**src/rtl/cla_multiword_add_seq.sv**
```systemverilog
// rtl/cla_multiword_add_seq.sv - multiword adder sequencer chaining CLA beats over valid/ready streams

// Carry-lookahead adder: each carry is a flat OR of generate terms gated by propagate runs.
module carry_lookahead_adder #(
  parameter int WIDTH = 16
) (
  input  logic [WIDTH-1:0] a,
  input  logic [WIDTH-1:0] b,
  input  logic             cin,
  output logic [WIDTH-1:0] sum,
  output logic             cout
);

  logic [WIDTH-1:0] g;
  logic [WIDTH-1:0] p;
  logic [WIDTH:0]   c;

  // c[i+1] = g[i] | p[i]g[i-1] | ... | p[i..0]cin, built without referring to other carries
  always_comb begin
    logic acc;
    logic pp;
    g    = a & b;
    p    = a ^ b;
    c    = '0;
    c[0] = cin;
    for (int i = 0; i < WIDTH; i++) begin
      acc = g[i];
      pp  = p[i];
      for (int j = i - 1; j >= 0; j--) begin
        acc = acc | (pp & g[j]);
        pp  = pp & p[j];
      end
      c[i+1] = acc | (pp & cin);
    end
    sum  = p ^ c[WIDTH-1:0];
    cout = c[WIDTH];
  end

endmodule

module cla_multiword_add_seq #(
  parameter int WIDTH     = 16,
  parameter int MAX_WORDS = 8,
  parameter int NW_W      = 4
) (
  input  logic             clk,
  input  logic             rst,
  input  logic             start,
  input  logic [NW_W-1:0]  num_words,
  input  logic             carry_in,
  input  logic             in_valid,
  output logic             in_ready,
  input  logic [WIDTH-1:0] in_a,
  input  logic [WIDTH-1:0] in_b,
  output logic             out_valid,
  input  logic             out_ready,
  output logic [WIDTH-1:0] out_sum,
  output logic             out_last,
  output logic             out_carry,
  output logic             busy,
  output logic             done,
  output logic             err
);

  typedef enum logic [1:0] {IDLE, RUN, FLUSH} state_t;

  state_t           state;
  state_t           state_nxt;
  logic [NW_W-1:0]  nw_reg;
  logic [NW_W-1:0]  beat_cnt;
  logic             carry_reg;
  logic [WIDTH-1:0] add_sum;
  logic             add_cout;
  logic             accept;
  logic             is_last;
  logic             nw_legal;
  logic             start_ok;

  carry_lookahead_adder #(.WIDTH(WIDTH)) u_cla (
    .a    (in_a),
    .b    (in_b),
    .cin  (carry_reg),
    .sum  (add_sum),
    .cout (add_cout)
  );

  assign nw_legal = (num_words != '0) && (num_words <= NW_W'(MAX_WORDS));
  assign start_ok = (state == IDLE) && start && nw_legal;
  assign accept   = in_valid && in_ready;
  assign is_last  = (beat_cnt == (nw_reg - NW_W'(1)));

  // State register
  always_ff @(posedge clk) begin
    if (rst) state <= IDLE;
    else     state <= state_nxt;
  end

  // Next-state: RUN until the last beat is accepted, FLUSH until that beat is drained
  always_comb begin
    state_nxt = state;
    case (state)
      IDLE:    if (start_ok) state_nxt = RUN;
      RUN:     if (accept && is_last) state_nxt = FLUSH;
      FLUSH:   if (out_valid && out_ready) state_nxt = IDLE;
      default: state_nxt = IDLE;
    endcase
  end

  // Handshake and status outputs derived from state and the output stage
  always_comb begin
    in_ready = (state == RUN) && (!out_valid || out_ready);
    busy     = (state != IDLE);
    done     = (state == FLUSH) && out_valid && out_ready;
  end

  // Operation context, carry chain and the one-entry output stage
  always_ff @(posedge clk) begin
    if (rst) begin
      nw_reg    <= '0;
      beat_cnt  <= '0;
      carry_reg <= 1'b0;
      out_valid <= 1'b0;
      out_sum   <= '0;
      out_last  <= 1'b0;
      out_carry <= 1'b0;
      err       <= 1'b0;
    end else begin
      err <= (state == IDLE) && start && !nw_legal;
      if (start_ok) begin
        nw_reg    <= num_words;
        carry_reg <= carry_in;
        beat_cnt  <= '0;
      end
      if (accept) begin
        out_sum   <= add_sum;
        out_valid <= 1'b1;
        out_last  <= is_last;
        out_carry <= is_last ? add_cout : 1'b0;
        carry_reg <= add_cout;
        beat_cnt  <= beat_cnt + NW_W'(1);
      end else if (out_valid && out_ready) begin
        out_valid <= 1'b0;
      end
    end
  end

endmodule

```
**config.mk**
```make
export PLATFORM = sky130hd
export DESIGN_NAME = cla_multiword_add_seq
export DESIGN_NICKNAME = d
export VERILOG_FILES = /design/src/rtl/cla_multiword_add_seq.sv
export SDC_FILE = /design/constraint.sdc
export NUM_CORES = 1
export LEC_CHECK = 0
export ABC_AREA = 1
export CORE_MARGIN = 2
export CORE_UTILIZATION = 39
export DETAILED_ROUTE_END_ITERATION = 6
export PLACE_DENSITY = 0.67
export SLEW_MARGIN = 20
export SYNTH_ARGS = -nofsm -noshare
export SYNTH_HDL_FRONTEND = slang
export SYNTH_SLANG_ARGS = --single-unit
export TNS_END_PERCENT = 1
```
**constraint.sdc**
```tcl
create_clock -name clk -period 1.6 [get_ports clk]
set_input_delay 0.16 -clock clk [delete_from_list [all_inputs] [get_ports clk]]
set_output_delay 0.16 -clock clk [all_outputs]
set_load 0.01 [all_outputs]
```
After elaboration in Yosys (flattened, before gate mapping)
Cells that the tools add are included.

cells by class
  add/subtract/negate cells = 2
  $lt $le $gt $ge = 1
  equality and inequality tests = 6
  muxes and demuxes = 11
  bitwise gates (word level) = 395
  reductions and logical operators = 19

operators with widths
  kind                   number
  $and A1 B1 Y1          256
  $or A1 B1 Y1           136
  $xor A16 B16 Y16       2
  $and A16 B16 Y16       1
  $logic_and A1 B1 Y1    10
  $mux W4                2
  $mux W2                3
  $ne A2 B2 Y1 const B   3
  $pmux W2 S3            1
  $reduce_bool A2 Y1     3
  $mux W1                5
  $add A4 B1 Y4 const B  1
  $eq A4 B4 Y1           1
  $le A4 B4 Y1 const B   1
  $reduce_bool A4 Y1     1
  $sub A4 B1 Y4 const B  1
  $reduce_and A3 Y1      1
  $eq A2 B1 Y1 const B   1
  $eq A2 B2 Y1 const B   1
  $logic_not A1 Y1       2
  $logic_not A2 Y1       1
  $logic_or A1 B1 Y1     1

word-level totals
  bits in registers = 31
  output and inout bits = 23

Longest topological paths before layout
  depth after elaboration = 19
  gate-level depth with buffers = 15

By module
Synthesis repeated with hierarchy kept, for this count alone.

unflattened totals
  cells, all modules = 349
  area total of the unflattened synthesis = 2,285.9 um^2

modules (own cells, without submodules)
  module                 times used  cells each  area each (um^2)  sequential area each (um^2)
  cla_multiword_add_seq  1           178         1,325.0           620.6
  carry_lookahead_adder  1           171         960.9             0.0

Worst setup path before layout
OpenSTA, ideal clock, no wires.

  path type = register to register
  start point = register nw_reg[0]
  end point = register out_last
  arrival time = 1,365 ps
  slack = 106 ps
  cell stages (with the launch flop) = 9
  buffers on the path = 0
  cell sequence = dfxtp_1 inv_1 ha_1 or2_2 and3_1 nand3_2 nor3_4 a21oi_1 nor2_1

between the ends
  word-level cells in the longest chain between the ends = 2

ends and longest elaborated chain
  item                    RTL line  source
  from (decl)             69        logic [NW_W-1:0] nw_reg;
  from (signal assigned)  130       nw_reg <= num_words;
  $sub A4 B1 Y4           90        assign is_last = (beat_cnt == (nw_reg - NW_W'(1)));
  $eq A4 B4 Y1            90
  to (signal assigned)    137       out_last <= is_last;
  to (decl)               58        output logic out_last,

No other way between the ends.
A chain may end at the register's enable or synchronous reset.

Worst setup path in the final report
  start point = input in_a[7]
  end point = register out_carry

between the ends
  word-level cells in the longest chain between the ends = 12
  elaborated cells on any way between the ends = 29
  those cells by class = 1 x mux; 28 x bitwise

ends and longest elaborated chain
  item                                                         RTL line  source
  from (decl)                                                  53        input logic [WIDTH-1:0] in_a,
  $and A16 B16 Y16 / $xor A16 B16 Y16 (equally long branches)  22, 23
  $and A1 B1 Y1 (on tied branches)                             30, 31
  $or A1 B1 Y1, or another cell as far along (7 in a row)      30        acc = acc | (pp & g[j]);
  $or A1 B1 Y1 / $and A1 B1 Y1 (equally long branches)         30, 33
  $or A1 B1 Y1 *                                               33        c[i+1] = acc | (pp & cin);
  $mux W1 *                                                    138       out_carry <= is_last ? add_cout : 1'b0;
  to (signal assigned)                                         138
  to (decl)                                                    59        output logic out_carry,

Mark *: on every way between the ends. The rest lies on a longest branch, timed or not.

==> results by group <==
Run status
  • Outcome: completed

Floorplan
  • Die width: a little over 80 um
  • Ports: 65
  • # rows: 28
  • Initial core utilization: 0.397
  • Die Area: between 6000 and 7000 sq um
  • Die height: just over 80 um
  • Core area: 5820 sq um

Drt
  • Final wirelength: approximately 6600 um
  • Post-DRT Antenna Nets: 0
  • Post-DR wirelength/cell: 12.1 um
  • Detailed-route DRC error count: 0
  • DRT Pass-1 Iters: 4
  • Vias/cell: between 4 and 5
  • 1st-iter DRT viols: slightly below 100
  • Via count: 2641

Global routing
  • First-pass GRT wire length: ~11000 um
  • Largest net degree at the start of global routing: 22
  • Gr usage total: 0.204
  • Vias in the first global route: approximately 2500
  • Initial antenna violation count: 0
  • GRT overflow: 0

Finish
  • Number of flip-flops under the largest register name: 16
  • Design area: between 3000 and 4000 sq um
  • FILL cells: around 540
  • N_diodes: 0
  • Layout cells sized above 1: 0.279
  • Final net count: approximately 530
  • P&R area growth vs syn: 67.5%

Critical path
  • Kind of critical path: in2reg
  • Critical path's slowest cell: clkdlybuf4s50_1
  • CP Launch Type: input port
  • Worst path cell trace: clkdlybuf4s50_1 -> ha_4 -> inv_2 -> o21ai_2 -> nand2_1 -> nand2_1 -> nand3_2 -> o211ai_2 -> nand2_1 -> a21oi_2
  • Slowest stage delay, CP: 0.45 ns
  • Sum of buffers and inverters on the critical path: 2
  • Critical Path RT: between 1.5 and 2 ns
  • Most common cell on crit path: nand2_1
  • Crit path DAT: ~1.8 ns
  • Worst Setup End Kind: flip-flop
  • Largest delay share family, worst path: buffers and inverters
  • Worst-path maximum fanout: 4

Pwr
  • Power density cells: 634 nW/um^2
  • Maximum vdd drop: a little under 0.5 mV
  • Leak: around 1.9 nW
  • Total Power: between 2 and 2.5 mW

Logic synthesis
  • Register bit total from synthesis: 31
  • Post-Syn Nets: roughly 400
  • Syn Inst Count: 350
  • Post-synth EDFFs: 0
  • Mean Syn Cell Area: roughly 6.6 sq um
  • Syn Std Cell Area: 2310 sq um
  • Ys async rst share: 0
  • Synth warnings: 0
  • Seq/Total Area, Yosys: 0.269
  • Top FF cell, synth: dfxtp_1
  • Netlist cell types: 41

Clock tree
  • Clk sinks: 31
  • Clk_lat worst skew: roughly 0.27 ns
  • Buffer depth of the longest clock path: 2
  • Reg clk slew, reported paths: ~0.07 ns
  • H-tree Lvls: 2
  • CTS tree: done
  • Clock root buffer: clkbuf_8
  • Total CTS buffers: 5

Timing
  • Achievable Freq: between 600 and 700 MHz
  • Setup violations, final: 0
  • Minimum hold slack: around 0.46 ns
  • Final Skew: 0.00700 ns
  • Final hold viol count: 0
  • Pins Over Slew Limit: 0
  • Slew of the pin with the lowest slew margin: ~0.29 ns
  • Setup TNS: 0 ns
  • RSZ-0062 raised after global routing: yes
  • Max_slew headroom: 0.806
  • Tcrit/Tclk final: 0.991
  • Post-layout min period: between 1.5 and 2 ns

Placement
  • Final GP Congestion: between 0.8 and 0.9
  • Buffers on Ports: 64
  • Post-DP Area: about 3400 sq um
  • Detailed Place HPWL: roughly 5000 um

Job
  • Max_cap viols: 0

Min path
  • Hold WC Path Type: in2reg
cell type report:
class,instances,area [sq um],area share
well taps,75,93.8,0.0243
repair buffers,119,1090,0.282
inverters,56,215,0.0557
clock inverters,1,5.00,0.00129
flip-flops and latches,31,623,0.161
multi-input cells,257,1750,0.454
clock buffers,6,82.6,0.0214
cells in the final DEF, fill, tap and decap left out, drive strengths merged, types with 2 or more instances in the layout:
| cell | instances |
|---|---|
| a21oi | 22 |
| buf | 55 |
| clkbuf | 6 |
| clkdlybuf4s50 | 41 |
| clkinv | 2 |
| dfxtp | 31 |
| dlygate4sd2 | 12 |
| dlymetal6s2s | 11 |
| ha | 18 |
| inv | 55 |
| nand2 | 87 |
| nand3 | 32 |
| nand3b | 2 |
| nand4 | 5 |
| nor2 | 39 |
| nor3 | 5 |
| o211ai | 6 |
| o21a | 7 |
| o21ai | 16 |
| o21bai | 2 |
| or2 | 2 |
| xnor2 | 4 |
| xor2 | 3 |
path summary, 6_finish.rpt:
check / start / depth (start not counted) / slack (ns) / end
worst max register to register: nw_reg[1]$_SDFFE_PP0P_ / 9 / 0.03 / state[0]$_SDFFE_PP0P_
worst min register to register: beat_cnt[3]$_SDFFE_PP0P_ / 2 / 0.47 / beat_cnt[3]$_SDFFE_PP0P_
worst min-delay path: in_b[3] / 5 / 0.46 / out_sum[4]$_SDFFE_PP0P_
worst max-delay path: in_a[7] / 10 / 0.01 / out_carry$_SDFFE_PP0P_
Yosys cell counts (2+ instances only):
master / n / area (sq um)
o21a_1: 7 / 52.6
buf_2: 2 / 10.0
nand3_1: 29 / 145
nand2_1: 84 / 315
dfxtp_1: 31 / 621
inv_1: 51 / 191
nand2_2: 2 / 12.5
o21ai_0: 13 / 65.1
xor2_1: 3 / 26.3
inv_2: 4 / 15.0
nand4_1: 5 / 31.3
ha_1: 18 / 225
nand3_2: 3 / 30.0
o211ai_1: 5 / 37.5
nor3_1: 4 / 20.0
o21ai_1: 2 / 10.0
clkbuf_1: 3 / 11.3
nor2_2: 5 / 31.3
xnor2_1: 4 / 35.0
nor2_1: 33 / 124
a21oi_1: 21 / 105
o21bai_1: 2 / 15.0
tightest hold or removal path: stages:
cell           delay [ns]
dlygate4sd2_1        0.23
ha_4                 0.15
nor2_1               0.04
nand2_1              0.05
a31oi_1              0.07
timing repair:
action,4_1_cts,5_1_grt
endpoints found under the setup margin,14,16
gates resized for setup,32,46
hold buffers,0,0
buffers inserted,1,2
pin swaps,13,22
per-layer routing:
layer | routed length [um] | share of wire | track usage | vias up
met4 | 70 | 0.011 | 0.0475 | 0
met5 | 0 | 0 | 0 | -
met3 | 251 | 0.038 | 0.0333 | 7
li1 | - | - | - | 1373
met2 | 3280 | 0.50 | 0.355 | 50
met1 | 2970 | 0.45 | 0.262 | 1211
power by group:
group | switching [mW] | internal (mW) | total [mW]
Combinational | 0.476 | 0.521 | 0.997
Clock | 0.277 | 0.337 | 0.614
Sequential | 0.0249 | 0.814 | 0.839
logic make-up after synthesis:
group / count (synthesis) / share of synthesized area
XOR/XNOR: 7 / 0.0266
adder cells (fa/ha/maj): 19 / 0.106
buffers and inverters: 62 / 0.106
flip-flops: 31 / 0.269
AND/OR/NAND/NOR: 175 / 0.346
AO/OA/AOI/OAI: 56 / 0.146
metrics by stage:
stage,setup WS (ns),utilization,std cells
2_1_floorplan,0.106,-,350
3_3_place_gp,-0.440,0.590,535
3_5_place_dp,-0.435,0.590,535
4_1_cts,-0.0238,0.626,543
5_1_grt,-0.0798,0.665,545
6_report,0.0140,0.665,545
Power figures use the tool's default switching activity.
